--- src/rtl/tree_pkg.sv ---
// Shared definitions for the tree walker: default widths, node word field layout, FSM encoding.
package tree_pkg;

  localparam int NODE_W_DEF = 198;
  localparam int ADDR_W_DEF = 3;

  // Node word layout at the default address width: {payload, leaf, child_1, child_2}
  localparam int CHILD2_LSB = 0;
  localparam int CHILD1_LSB = CHILD2_LSB + ADDR_W_DEF;
  localparam int LEAF_BIT   = CHILD1_LSB + ADDR_W_DEF;

  typedef enum logic [2:0] {
    ST_IDLE = 3'd0,
    ST_READ = 3'd1,
    ST_WAIT = 3'd2,
    ST_EMIT = 3'd3,
    ST_DONE = 3'd4
  } state_t;

endpackage

--- src/rtl/tree_walker_if.sv ---
// Node-word stream from the tree walker (master) to the PE-array scheduler (slave).
interface tree_walker_if #(
  parameter int NODE_W = tree_pkg::NODE_W_DEF,
  parameter int ADDR_W = tree_pkg::ADDR_W_DEF
);

  logic              valid;
  logic              ready;
  logic [NODE_W-1:0] node;
  logic [ADDR_W-1:0] addr;
  logic              leaf;
  logic              last;

  modport master (
    output valid,
    output node,
    output addr,
    output leaf,
    output last,
    input  ready
  );

  modport slave (
    input  valid,
    input  node,
    input  addr,
    input  leaf,
    input  last,
    output ready
  );

endinterface

--- src/rtl/addr_lifo.sv ---
// LIFO of pending child_2 addresses; refuses pushes when full and pops when empty, never wraps.
module addr_lifo
  import tree_pkg::*;
#(
  parameter int ADDR_W      = ADDR_W_DEF,
  parameter int STACK_DEPTH = 8
) (
  input  logic              clk,
  input  logic              reset,
  input  logic              clear,
  input  logic              push,
  input  logic              pop,
  input  logic [ADDR_W-1:0] push_addr,
  output logic [ADDR_W-1:0] top_addr,
  output logic              full,
  output logic              empty
);

  localparam int SP_W  = $clog2(STACK_DEPTH + 1);
  localparam int IDX_W = (STACK_DEPTH > 1) ? $clog2(STACK_DEPTH) : 1;

  logic [SP_W-1:0]   sp;
  logic [ADDR_W-1:0] mem [STACK_DEPTH];
  logic [IDX_W-1:0]  wr_idx;
  logic [IDX_W-1:0]  rd_idx;
  logic              do_push;
  logic              do_pop;

  assign full     = (sp == SP_W'(STACK_DEPTH));
  assign empty    = (sp == '0);
  assign do_push  = push && !full && !clear;
  assign do_pop   = pop && !empty && !clear;
  assign wr_idx   = IDX_W'(sp);
  assign rd_idx   = IDX_W'(sp - SP_W'(1));
  assign top_addr = mem[rd_idx];

  always_ff @(posedge clk or negedge reset) begin
    if (!reset) begin
      sp <= '0;
    end else if (clear) begin
      sp <= '0;
    end else if (do_push) begin
      sp <= sp + SP_W'(1);
    end else if (do_pop) begin
      sp <= sp - SP_W'(1);
    end
  end

  // Entries need no reset: only slots below sp are ever read.
  always_ff @(posedge clk) begin
    if (do_push) begin
      mem[wr_idx] <= push_addr;
    end
  end

endmodule

--- src/rtl/tree_walker.sv ---
// Depth-first pre-order walker over a node RAM; streams each node word once to the PE-array scheduler.
module tree_walker
  import tree_pkg::*;
#(
  parameter int NODE_W      = NODE_W_DEF,
  parameter int ADDR_W      = ADDR_W_DEF,
  parameter int STACK_DEPTH = 8,
  parameter int MAX_NODES   = 255
) (
  input  logic              clk,
  input  logic              reset,
  input  logic              start,
  input  logic [ADDR_W-1:0] root_addr,
  output logic              mem_rd_en,
  output logic [ADDR_W-1:0] mem_rd_addr,
  input  logic [NODE_W-1:0] mem_rd_data,
  tree_walker_if.master     out,
  output logic              busy,
  output logic              done,
  output logic              err,
  output logic [7:0]        node_count
);

  // Field offsets track ADDR_W; the package constants describe the default layout.
  localparam int C2_LSB = CHILD2_LSB;
  localparam int C1_LSB = CHILD1_LSB + (ADDR_W - ADDR_W_DEF);
  localparam int LEAF_B = LEAF_BIT + 2 * (ADDR_W - ADDR_W_DEF);
  localparam logic [8:0] MAX_CNT = 9'(MAX_NODES);

  state_t            state;
  state_t            state_nxt;
  logic [ADDR_W-1:0] cur_addr;
  logic [ADDR_W-1:0] cur_nxt;
  logic              push;
  logic              pop;
  logic              clear_walk;
  logic              capture;
  logic              accept;
  logic              set_err;
  logic              hit_limit;
  logic              lifo_full;
  logic              lifo_empty;
  logic [ADDR_W-1:0] lifo_top;

  addr_lifo #(
    .ADDR_W      (ADDR_W),
    .STACK_DEPTH (STACK_DEPTH)
  ) u_lifo (
    .clk       (clk),
    .reset     (reset),
    .clear     (clear_walk),
    .push      (push),
    .pop       (pop),
    .push_addr (out.node[C2_LSB +: ADDR_W]),
    .top_addr  (lifo_top),
    .full      (lifo_full),
    .empty     (lifo_empty)
  );

  assign hit_limit = (({1'b0, node_count} + 9'd1) == MAX_CNT);

  always_ff @(posedge clk or negedge reset) begin
    if (!reset) begin
      state <= ST_IDLE;
    end else begin
      state <= state_nxt;
    end
  end

  always_comb begin
    state_nxt  = state;
    cur_nxt    = cur_addr;
    push       = 1'b0;
    pop        = 1'b0;
    clear_walk = 1'b0;
    capture    = 1'b0;
    accept     = 1'b0;
    set_err    = 1'b0;
    case (state)
      ST_IDLE: begin
        if (start) begin
          clear_walk = 1'b1;
          cur_nxt    = root_addr;
          state_nxt  = ST_READ;
        end
      end
      ST_READ: state_nxt = ST_WAIT;
      ST_WAIT: begin
        capture   = 1'b1;
        state_nxt = ST_EMIT;
      end
      ST_EMIT: begin
        if (out.valid && out.ready) begin
          accept = 1'b1;
          // The node limit wins over every other exit so a looping tree always terminates.
          if (hit_limit && !out.last) begin
            set_err   = 1'b1;
            state_nxt = ST_DONE;
          end else if (!out.leaf && lifo_full) begin
            set_err   = 1'b1;
            state_nxt = ST_DONE;
          end else if (!out.leaf) begin
            push      = 1'b1;
            cur_nxt   = out.node[C1_LSB +: ADDR_W];
            state_nxt = ST_READ;
          end else if (!lifo_empty) begin
            pop       = 1'b1;
            cur_nxt   = lifo_top;
            state_nxt = ST_READ;
          end else begin
            state_nxt = ST_DONE;
          end
        end
      end
      ST_DONE: state_nxt = ST_IDLE;
      default: state_nxt = ST_IDLE;
    endcase
  end

  always_ff @(posedge clk or negedge reset) begin
    if (!reset) begin
      cur_addr    <= '0;
      mem_rd_en   <= 1'b0;
      mem_rd_addr <= '0;
      out.valid   <= 1'b0;
      out.node    <= '0;
      out.addr    <= '0;
      out.leaf    <= 1'b0;
      out.last    <= 1'b0;
      busy        <= 1'b0;
      done        <= 1'b0;
      err         <= 1'b0;
      node_count  <= '0;
    end else begin
      cur_addr  <= cur_nxt;
      mem_rd_en <= (state_nxt == ST_READ);
      done      <= (state_nxt == ST_DONE);
      if (state_nxt == ST_READ) begin
        mem_rd_addr <= cur_nxt;
      end
      if (clear_walk) begin
        busy       <= 1'b1;
        err        <= 1'b0;
        node_count <= '0;
      end
      if (state == ST_DONE) begin
        busy <= 1'b0;
      end
      if (capture) begin
        out.valid <= 1'b1;
        out.node  <= mem_rd_data;
        out.addr  <= cur_addr;
        out.leaf  <= mem_rd_data[LEAF_B];
        out.last  <= mem_rd_data[LEAF_B] && lifo_empty;
      end
      if (accept) begin
        out.valid  <= 1'b0;
        node_count <= node_count + 8'd1;
      end
      if (set_err) begin
        err <= 1'b1;
      end
    end
  end

endmodule
--- src/flat_wrapper.sv ---
// flat-port wrapper written by rule: the top's interface ports become plain ports
module tree_walker_flat import tree_pkg::*;
#(
  parameter int NODE_W      = NODE_W_DEF,
  parameter int ADDR_W      = ADDR_W_DEF,
  parameter int STACK_DEPTH = 8,
  parameter int MAX_NODES   = 255
)
  (clk, reset, start, root_addr, mem_rd_en, mem_rd_addr, mem_rd_data, busy, done, err, node_count, out_valid, out_node, out_addr, out_leaf, out_last, out_ready);
  tree_walker_if #(.NODE_W(NODE_W), .ADDR_W(ADDR_W)) out_i ();
  input  logic clk;
  input  logic reset;
  input  logic start;
  input  logic [ADDR_W-1:0] root_addr;
  output logic mem_rd_en;
  output logic [ADDR_W-1:0] mem_rd_addr;
  input  logic [NODE_W-1:0] mem_rd_data;
  output logic busy;
  output logic done;
  output logic err;
  output logic [7:0] node_count;
  output wire logic [$bits(out_i.valid)-1:0] out_valid;
  output wire logic [$bits(out_i.node)-1:0] out_node;
  output wire logic [$bits(out_i.addr)-1:0] out_addr;
  output wire logic [$bits(out_i.leaf)-1:0] out_leaf;
  output wire logic [$bits(out_i.last)-1:0] out_last;
  input wire logic [$bits(out_i.ready)-1:0] out_ready;
  assign out_valid = out_i.valid;
  assign out_node = out_i.node;
  assign out_addr = out_i.addr;
  assign out_leaf = out_i.leaf;
  assign out_last = out_i.last;
  assign out_i.ready = out_ready;
  tree_walker #(.NODE_W(NODE_W), .ADDR_W(ADDR_W), .STACK_DEPTH(STACK_DEPTH), .MAX_NODES(MAX_NODES)) u_core (.clk(clk), .reset(reset), .start(start), .root_addr(root_addr), .mem_rd_en(mem_rd_en), .mem_rd_addr(mem_rd_addr), .mem_rd_data(mem_rd_data), .out(out_i), .busy(busy), .done(done), .err(err), .node_count(node_count));
endmodule
--- config.mk ---
export PLATFORM = sky130hd
export DESIGN_NAME = tree_walker_flat
export DESIGN_NICKNAME = d
export VERILOG_FILES = /design/src/rtl/tree_pkg.sv /design/src/rtl/tree_walker_if.sv /design/src/rtl/addr_lifo.sv /design/src/rtl/tree_walker.sv /design/src/flat_wrapper.sv
export SDC_FILE = /design/constraint.sdc
export NUM_CORES = 1
export LEC_CHECK = 0
export ABC_AREA = 1
export CAP_MARGIN = 40
export CORE_ASPECT_RATIO = 1.75
export CORE_UTILIZATION = 26
export DETAILED_ROUTE_END_ITERATION = 10
export PLACE_DENSITY = 0.54
export SLEW_MARGIN = 30
export SYNTH_ARGS = -nofsm -noshare
export SYNTH_HDL_FRONTEND = slang
export SYNTH_SLANG_ARGS = --single-unit
--- constraint.sdc ---
create_clock -name clk -period 4.3 [get_ports clk]
set_input_delay 1.075 -clock clk [delete_from_list [all_inputs] [get_ports clk]]
set_output_delay 1.075 -clock clk [all_outputs]
set_load 0.05 [all_outputs]
Word level (Yosys, flattened, before mapping)
Memories as Yosys holds them, arrays and structs flattened.
Index checks and enable logic that the tools add are counted.
W data, S select, Z words.

cells by class
  muxes and demuxes = 47
  $add $sub $neg = 4
  reductions and logical operators = 20
  eq/ne operators = 8

operator list
  operator               number
  $mux W3                12
  $mux W1                28
  $mux W8                2
  $mux W4                3
  $pmux W3 S4            1
  $add A8 B1 Y9 const B  1
  $eq A9 B8 Y1 const B   1
  $add A8 B1 Y8 const B  1
  $logic_and A1 B1 Y1    8
  $reduce_bool A2 Y1     4
  $eq A3 B1 Y1 const B   2
  $eq A3 B2 Y1 const B   2
  $eq A3 B3 Y1 const B   2
  $pmux W3 S2            1
  $logic_not A1 Y1       5
  $add A4 B1 Y4 const B  1
  $eq A4 B4 Y1 const B   1
  $logic_not A4 Y1       1
  $sub A4 B1 Y4 const B  1
  $logic_not A3 Y1       1
  $reduce_bool A3 Y1     1

word-level totals
  word-level logic and storage cells = 94
  flip-flop bits (word level) = 229
  output and inout port bits = 219
  RAM bits = 24
  memories = 1
  input bits = 205

memory list
  memory             words  width  rd ports  clocked after Yosys merged registers in  wr ports  RTL line         source
  u_core.u_lifo.mem  8      3      1         0                                        1         addr_lifo.sv:23  logic [ADDR_W-1:0] mem [STACK_DEPTH];

Depth between registers and ports, before layout
Gate-level depths: netlist (run 1).

  word-level depth = 12
  gate-level depth with buffers = 19
  depth with buffers taken out = 18

Cells and area by module
A second synthesis (run 1) with hierarchy kept.

unflattened totals
  cell total of the unflattened synthesis = 1,156
  area, all modules = 10,254.8 µm²

by module, submodules not included
  module       seq. area each (µm²)  area each (µm²)  cells an instance  times used
  tree_walker  5,605.4               8,838.5          1,015              1
  addr_lifo    820.8                 1,416.4          141                1

Worst setup path before layout (run 1)
No wires, ideal clock.

  path type = register -> register
  from = reg u_core.node_count[1]
  to = mem u_core.u_lifo.mem[4][0] in the netlist's numbering, enable pin
  stages on the path, launching flop included = 11
  path slack = 1,928 ps
  clock period less this slack = 2,372 ps
  buffers on the path = 1
  library setup time = 345 ps
  required time = 3,955 ps
  arrival = 2,027 ps
  cell sequence = dfrtp_1 > ha_1 > nand2_2 > nor2_1 > nand3_1 > nand2_2 > nor2_2 > nand2_2 > buf_6 > nand3_1 > nor3_1

on the way
  cells in the longest elaborated chain, start to end = 10

ends and longest elaborated chain
  item                               RTL line            source
  start, declared                    tree_walker.sv:21   output logic [7:0] node_count
  start signal, assigned             tree_walker.sv:158  node_count <= node_count + 8'd1;
  $add A8 B1 Y9                      tree_walker.sv:60   assign hit_limit = (({1'b0, node_count} + 9'd1) == MAX_CNT);
  $eq A9 B8 Y1                       tree_walker.sv:60
  $logic_and A1 B1 Y1                tree_walker.sv:96   if (hit_limit && !out.last) begin
  $mux W1                            tree_walker.sv:96
  $mux W1                            tree_walker.sv:93   if (out.valid && out.ready) begin
  $mux W1                            tree_walker.sv:79   case (state)
  $logic_and A1 B1 Y1 (2 in series)  addr_lifo.sv:31     assign do_push = push && !full && !clear;
  $mux W1                            addr_lifo.sv:51     if (do_push) begin
  $mux W1 (implied by the code)      addr_lifo.sv:52     mem[wr_idx] <= push_addr;
  end, declared                      addr_lifo.sv:23

No other way between the ends.

Worst setup path after layout (run 1)
  from = reg u_core.out.node[1]
  to = out out_node[1]

RTL lines
  item                    RTL line              source
  start, declared         tree_walker_if.sv:16  output node,
  start signal, assigned  tree_walker.sv:151    out.node <= mem_rd_data;
  end, declared           flat_wrapper.sv:23    output wire logic [$bits(out_i.node)-1:0] out_node;

No word-level cell between the ends.

==> results of run 1 <==
==> stage by stage <==
step	worst slack (ns)	cells	utilization
2_1_floorplan	1.93	1147	-
3_3_place_gp	0.961	2011	0.386
3_5_place_dp	0.911	2011	0.386
4_1_cts	1.19	2061	0.409
5_1_grt	1.15	2064	0.410
6_report	1.24	2065	0.410
==> cells in the final DEF, fill, tap and decap left out, types with 4 or more instances in the layout <==
cell type        instances
nand2_1                680
inv_1                   31
nand3_1                 39
clkbuf_16               27
nor2_2                   4
clkinvlp_4               4
ha_1                     4
nor3_1                   7
clkinv_1                 4
dfrtp_1                228
a21oi_1                  4
edfxtp_1                24
nand2_2                 11
clkdlybuf4s50_1        422
clkinv_2                 7
nor2_1                  11
o21ai_0                 18
buf_4                    6
o21ai_1                  6
==> worst register-to-register path, cell delays in order, from the launching register on <==
cell and delay [ns]:
dfrtp_1 0.66, inv_2 0.26, ha_1 0.47, inv_1 0.28
nand3_1 0.12, nand3_1 0.12, nand2_1 0.07, nand2_1 0.10
nand2_1 0.06, nand2_1 0.05, nand2_1 0.05, nand2_1 0.08
nand2_1 0.05, nand2_1 0.07, nand2_2 0.06, nand2_2 0.06
nand2_2 0.04
==> sequential cells by signal (all words and copies together) (netlist names) <==
register,count
u_core.out.addr,3
u_core.busy,1
u_core.out.last,1
u_core.u_lifo.mem,24
u_core.cur_addr,3
u_core.out.node,198
u_core.u_lifo.sp,4
u_core.done,1
u_core.node_count,8
u_core.mem_rd_en,1
u_core.mem_rd_addr,3
u_core.state,3
u_core.err,1
u_core.out.valid,1
==> final cells by class <==
type	count	area, um^2
Clock inverter	19	158
Sequential cell	252	6430
Inverter	36	150
Antenna cell	3	7.51
Fill cell	3874	22700
Multi-Input combinational cell	807	3320
Timing Repair Buffer	432	4350
Tap cell	485	607
Clock buffer	31	711
==> where the power goes <==
| group | switching (mW) | internal, mW | leakage, nW |
|---|---|---|---|
| Combinational | 0.0727 | 0.168 | 4.20 |
| Sequential | 0 | 2.40 | 2.21 |
| Clock | 1.02 | 1.31 | 0.421 |
| Total | 1.09 | 3.87 | 6.83 |
==> worst min-delay path by stage <==
stage                                startpoint                          endpoint  cells past startpoint
2_1_floorplan         u_core.state[2]$_DFF_PN0_         u_core.state[1]$_DFF_PN0_                      1
3_3_place_gp   u_core.out.node[154]$_DFFE_PN0P_  u_core.out.node[154]$_DFFE_PN0P_                      2
3_5_place_dp    u_core.out.node[57]$_DFFE_PN0P_   u_core.out.node[57]$_DFFE_PN0P_                      2
4_1_cts        u_core.out.node[161]$_DFFE_PN0P_  u_core.out.node[161]$_DFFE_PN0P_                      2
5_1_grt                                   reset   u_core.out.node[41]$_DFFE_PN0P_                      1
6_report                                  reset   u_core.out.node[41]$_DFFE_PN0P_                      1
==> logic make-up (layout without fill, tap and decap cells) <==
logic type,after synthesis,after routing,synth area share
other,0,3,0
adders and majority gates,4,4,0.00494
and+or+nand+nor,762,762,0.297
DFF,252,252,0.635
xor gates and xnor gates,4,4,0.00346
AOI/OAI and AO/OA,36,36,0.0213
muxes,1,1,0.00111
buffers and inverters,88,518,0.0378
==> routing by layer <==
metal / vias up / wire (um) / GRT usage
li1: 4358 / - / -
met1: 4153 / 12200 / 0.184
met2: 289 / 18800 / 0.323
met3: 74 / 2260 / 0.0449
met4: 6 / 1310 / 0.0751
met5: - / 35 / 0
==> flow_summary.json, run 1 <==
{
  "status": "finished clean",
  "vias": 8880,
  "synth.top_cells.by_count": "nand2_1, dfrtp_1, clkbuf_1, nand3_1, inv_1",
  "clock_latency_ns": 0.56,
  "start_util": 0.264,
  "async_flop_share": 0.905,
  "hold_viol_final": 0,
  "cap_violations": 0,
  "wire_per_inst_um": 16.7,
  "yosys.area.top_type_share": 0.563,
  "synth_cell_type_count": 36,
  "dpl-instance-area_um2": 14800,
  "cts-resized-gates": 0,
  "cts_inserted_buffers": 27,
  "stdcell_area_um2": 15700,
  "gp_congestion": 0.812,
  "dr.pass1.iters": 4,
  "tns_ns": 0,
  "syn_area_per_cell_um2": 8.83,
  "fmax_ghz": 0.327,
  "startpoint": "u_core.out.node[1]$_DFFE_PN0P_",
  "r2r_end": "u_core.mem_rd_addr[0]$_DFFE_PN0N_",
  "via_per_inst": 4.30,
  "worstPathArrival_ns": 1.99,
  "worst_slew_pin_slew_ns": 1.15,
  "post_cts_buffers": 0,
  "h-tree-depth": 1,
  "cts_tree": "done",
  "syn_nets": 1356,
  "fin_skew_ns": 0.0194,
  "crit_type": "reg -> out",
  "die_area_um2": 39800,
  "cpMaxStageDelayCell": "clkdlybuf4s50_1",
  "port_buffers": 423,
  "whs_ns": 0.369,
  "yosys_most_used_dff": "dfrtp_1",
  "setup_viol": 0,
  "fin_crit_sh": 0.712,
  "die_h_um": 263,
  "p_per_area_nw_per_um2": 315,
  "cts.sinks": 252,
  "antenna_found_initial": 6,
  "cp.required_ns": 3.22,
  "crit-reg2reg-launch": "u_core.u_lifo.sp[0]$_DFFE_PN0P_",
  "critPathMaxFanout": 10,
  "p_leak_nw": 6.83,
  "rows": 95,
  "final_layout_size_suffix_gt1_frac": 0.0545,
  "initialDrtViolationCount": 345,
  "syn_area_um2": 10100,
  "cp.depth": 1,
  "grtUsageTotal": 0.176,
  "synth-seq-area-share": 0.635,
  "io_pins": 424,
  "grt_max_degree": 201,
  "coreArea_um2": 38400,
  "area_growth_pct": 55.4,
  "r2r_setup_slack_ns": 1.63,
  "synth_warnings": 0,
  "hold_path_class": "in -> async",
  "rsz0062_at_grt": "false",
  "synthCells": 1147,
  "grt_pass1_vias": 9092,
  "clock_path_buffers": 3,
  "yosysMostFrequentCell": "nand2_1",
  "finalCriticalPeriod_ns": 3.06,
  "critPathTopFamily": "buffers and inverters",
  "die_width_um": 151,
  "drc": 0,
  "critPathCapture": "out_node[1]",
  "crit_path_start_kind": "register",
  "cts.clk_slew.worst_paths_ns": 0.07,
  "peakVddDrop_mv": 0.260,
  "cp_cell_sequence": "clkdlybuf4s50_1",
  "wirelength_um": 34600,
  "nets": 1765,
  "dp_hpwl_um": 24900,
  "clockRootBuffer": "clkbuf_16",
  "drv_slew": 0,
  "synth.largest_area_cell": "dfrtp_1",
  "rr_worst_depth": 16,
  "postCtsHoldBufs": 0,
  "ys_top_cells_by_area": "dfrtp_1, nand2_1, edfxtp_1, nand3_1, clkbuf_1",
  "path_buf_inv": 1,
  "crit_path_end_kind": "output port",
  "synth-edff-count": 24,
  "critical-path-max-stage-delay_ns": 0.88,
  "slew_headroom": 0.230,
  "ys_ff_latch": 252,
  "grt-ovfl-total": 0,
  "p_total_mw": 4.96,
  "ant_nets": 0,
  "grt_first_pass_wirelength_um": 53200
}
(Power assumes the default switching activity.)
==> run 2: changes to the inputs <==
==> constraint.sdc (replaced) <==
create_clock -name clk -period 3.1 [get_ports clk]
set_input_delay 0.775 -clock clk [delete_from_list [all_inputs] [get_ports clk]]
set_output_delay 0.775 -clock clk [all_outputs]
set_load 0.05 [all_outputs]
==> run 2 against run 1 <==
Compared with the run above: combinational power increased by 38%; clock skew decreased by 0.0022 ns; worst hold slack got worse by 0.17 ns; cell area about the same; cell count decreased by 0.15%; largest cell class unchanged; clock power increased by 34%.
==> flow_summary.json, run 2 (same netlist as run 1, synthesis figures left out) <==
{
  "grt_pass1_vias": 9271,
  "biggestRegsByFlops": "u_core.out.node (198), u_core.u_lifo.mem (24), u_core.node_count (8)",
  "cts-resized-gates": 0,
  "multi_input_area_um2": 3320,
  "pwr-share-seq": 0.492,
  "pwr-share-clk": 0.459,
  "cts_tree": "done",
  "tns_ns": 0,
  "cap_violations": 0,
  "clock_latency_ns": 0.54,
  "path_buf_inv": 1,
  "drc": 0,
  "area_growth_pct": 55.5,
  "cp_cell_sequence": "clkdlybuf4s50_1",
  "crit_path_start_kind": "register",
  "dr.pass1.iters": 4,
  "critPathTopFamily": "buffers and inverters",
  "die_h_um": 263,
  "stdcell_area_um2": 15700,
  "ant_nets": 0,
  "critical-path-max-stage-delay_ns": 0.89,
  "wire_per_inst_um": 17.0,
  "hold_viol_final": 0,
  "rsz0062_at_grt": "false",
  "antenna_found_initial": 3,
  "gp_congestion": 0.911,
  "cts.sinks": 252,
  "fillCellCount": 3898,
  "cts_inserted_buffers": 27,
  "seq_area_um2": 6430,
  "nets": 1769,
  "status": "finished clean",
  "rows": 95,
  "vias": 8894,
  "clock_path_buffers": 3,
  "dpl-instance-area_um2": 14900,
  "grt-ovfl-total": 0,
  "start_util": 0.264,
  "grtUsageTotal": 0.179,
  "die_width_um": 151,
  "critPathMaxFanout": 10,
  "io_pins": 424,
  "p_leak_nw": 6.84,
  "coreArea_um2": 38400,
  "initialDrtViolationCount": 313,
  "place_ws_ns": 0.307,
  "finalCriticalPeriod_ns": 2.77,
  "clockRootBuffer": "clkbuf_16",
  "postCtsHoldBufs": 0,
  "final_layout_size_suffix_gt1_frac": 0.0527,
  "final_common_cell": "nand2_1",
  "mostFrequentLayoutCells": "nand2_1, clkdlybuf4s50_1, dfrtp_1",
  "hold_path_class": "in -> async",
  "p_total_mw": 6.76,
  "cts.clk_slew.worst_paths_ns": 0.06,
  "fmax_ghz": 0.362,
  "slew_headroom": 0.536,
  "worstPathArrival_ns": 1.99,
  "crit_type": "reg -> out",
  "post_cts_buffers": 0,
  "post-route-util": 0.410,
  "setup_viol": 0,
  "startpoint": "u_core.out.node[2]$_DFFE_PN0P_",
  "p_per_area_nw_per_um2": 429,
  "cp.required_ns": 2.32,
  "via_per_inst": 4.31,
  "grt_first_pass_wirelength_um": 54200,
  "wirelength_um": 35100,
  "fin_skew_ns": 0.0173,
  "fin_crit_sh": 0.892,
  "p_switching_mw": 1.43,
  "worst_slew_pin_slew_ns": 0.696,
  "p_sw_frac": 0.212,
  "dp_hpwl_um": 25600,
  "comb_power_share": 0.049,
  "port_buffers": 423,
  "regMostFlops": "u_core.out.node",
  "timing.final.ws_setup_ns": 0.335,
  "crit_path_end_kind": "output port",
  "crit-reg2reg-launch": "u_core.u_lifo.sp[0]$_DFFE_PN0P_",
  "grt_max_degree": 201,
  "die_area_um2": 39800,
  "peakVddDrop_mv": 0.320,
  "internal_power_mw": 5.33,
  "drv_slew": 0,
  "largest_reg_flops": 198,
  "cpMaxStageDelayCell": "clkdlybuf4s50_1",
  "h-tree-depth": 1
}
## run 2: layout make-up
class,instances,area share
Multi-Input combinational cell,807,0.211
Antenna cell,1,0.000159
Tap cell,485,0.0385
Timing Repair Buffer,436,0.281
Clock inverter,6,0.00366
Clock buffer,39,0.0483
Inverter,36,0.00954
Sequential cell,252,0.408
## run 2: path summary, 6_finish.rpt
check	slack [ns]	end	cells after the start
hold / removal	0.20	u_core.out.node[37]$_DFFE_PN0P_	1
max in group asynchronous	2.19	u_core.out.node[183]$_DFFE_PN0P_	2
setup reg to reg	0.46	u_core.u_lifo.mem[2][0]$_DFFE_PP_	7
hold reg to reg	0.47	u_core.out.node[112]$_DFFE_PN0P_	2
setup / recovery	0.33	out_node[2]	1
min in group clk	0.47	u_core.out.node[112]$_DFFE_PN0P_	2
## run 2: routing by layer
layer  track usage  share of wire  vias up
li1              -              -     4345
met1         0.186           0.36     4184
met2         0.339           0.55      289
met3        0.0381          0.056       72
met4        0.0722          0.038        4
met5             0        0.00074        -
## run 2: power groups by stage
stage | Clock (mW) | Sequential, mW | Combinational (mW)
2_1_floorplan | 0 | 3.39 | 0.00122
3_3_place_gp | 0 | 3.39 | 0.337
3_5_place_dp | 0 | 3.39 | 0.339
4_1_cts | 3.22 | 3.33 | 0.340
5_1_grt | 3.32 | 3.32 | 0.363
6_report | 3.10 | 3.33 | 0.332
## run 2: stage by stage
stage                     hold WS (ns)  instances
after floorplan                  0.479       1147
after global placement           0.453       2015
after detailed placement         0.457       2015
after CTS                        0.192       2060
after global routing             0.214       2062
final                            0.197       2062
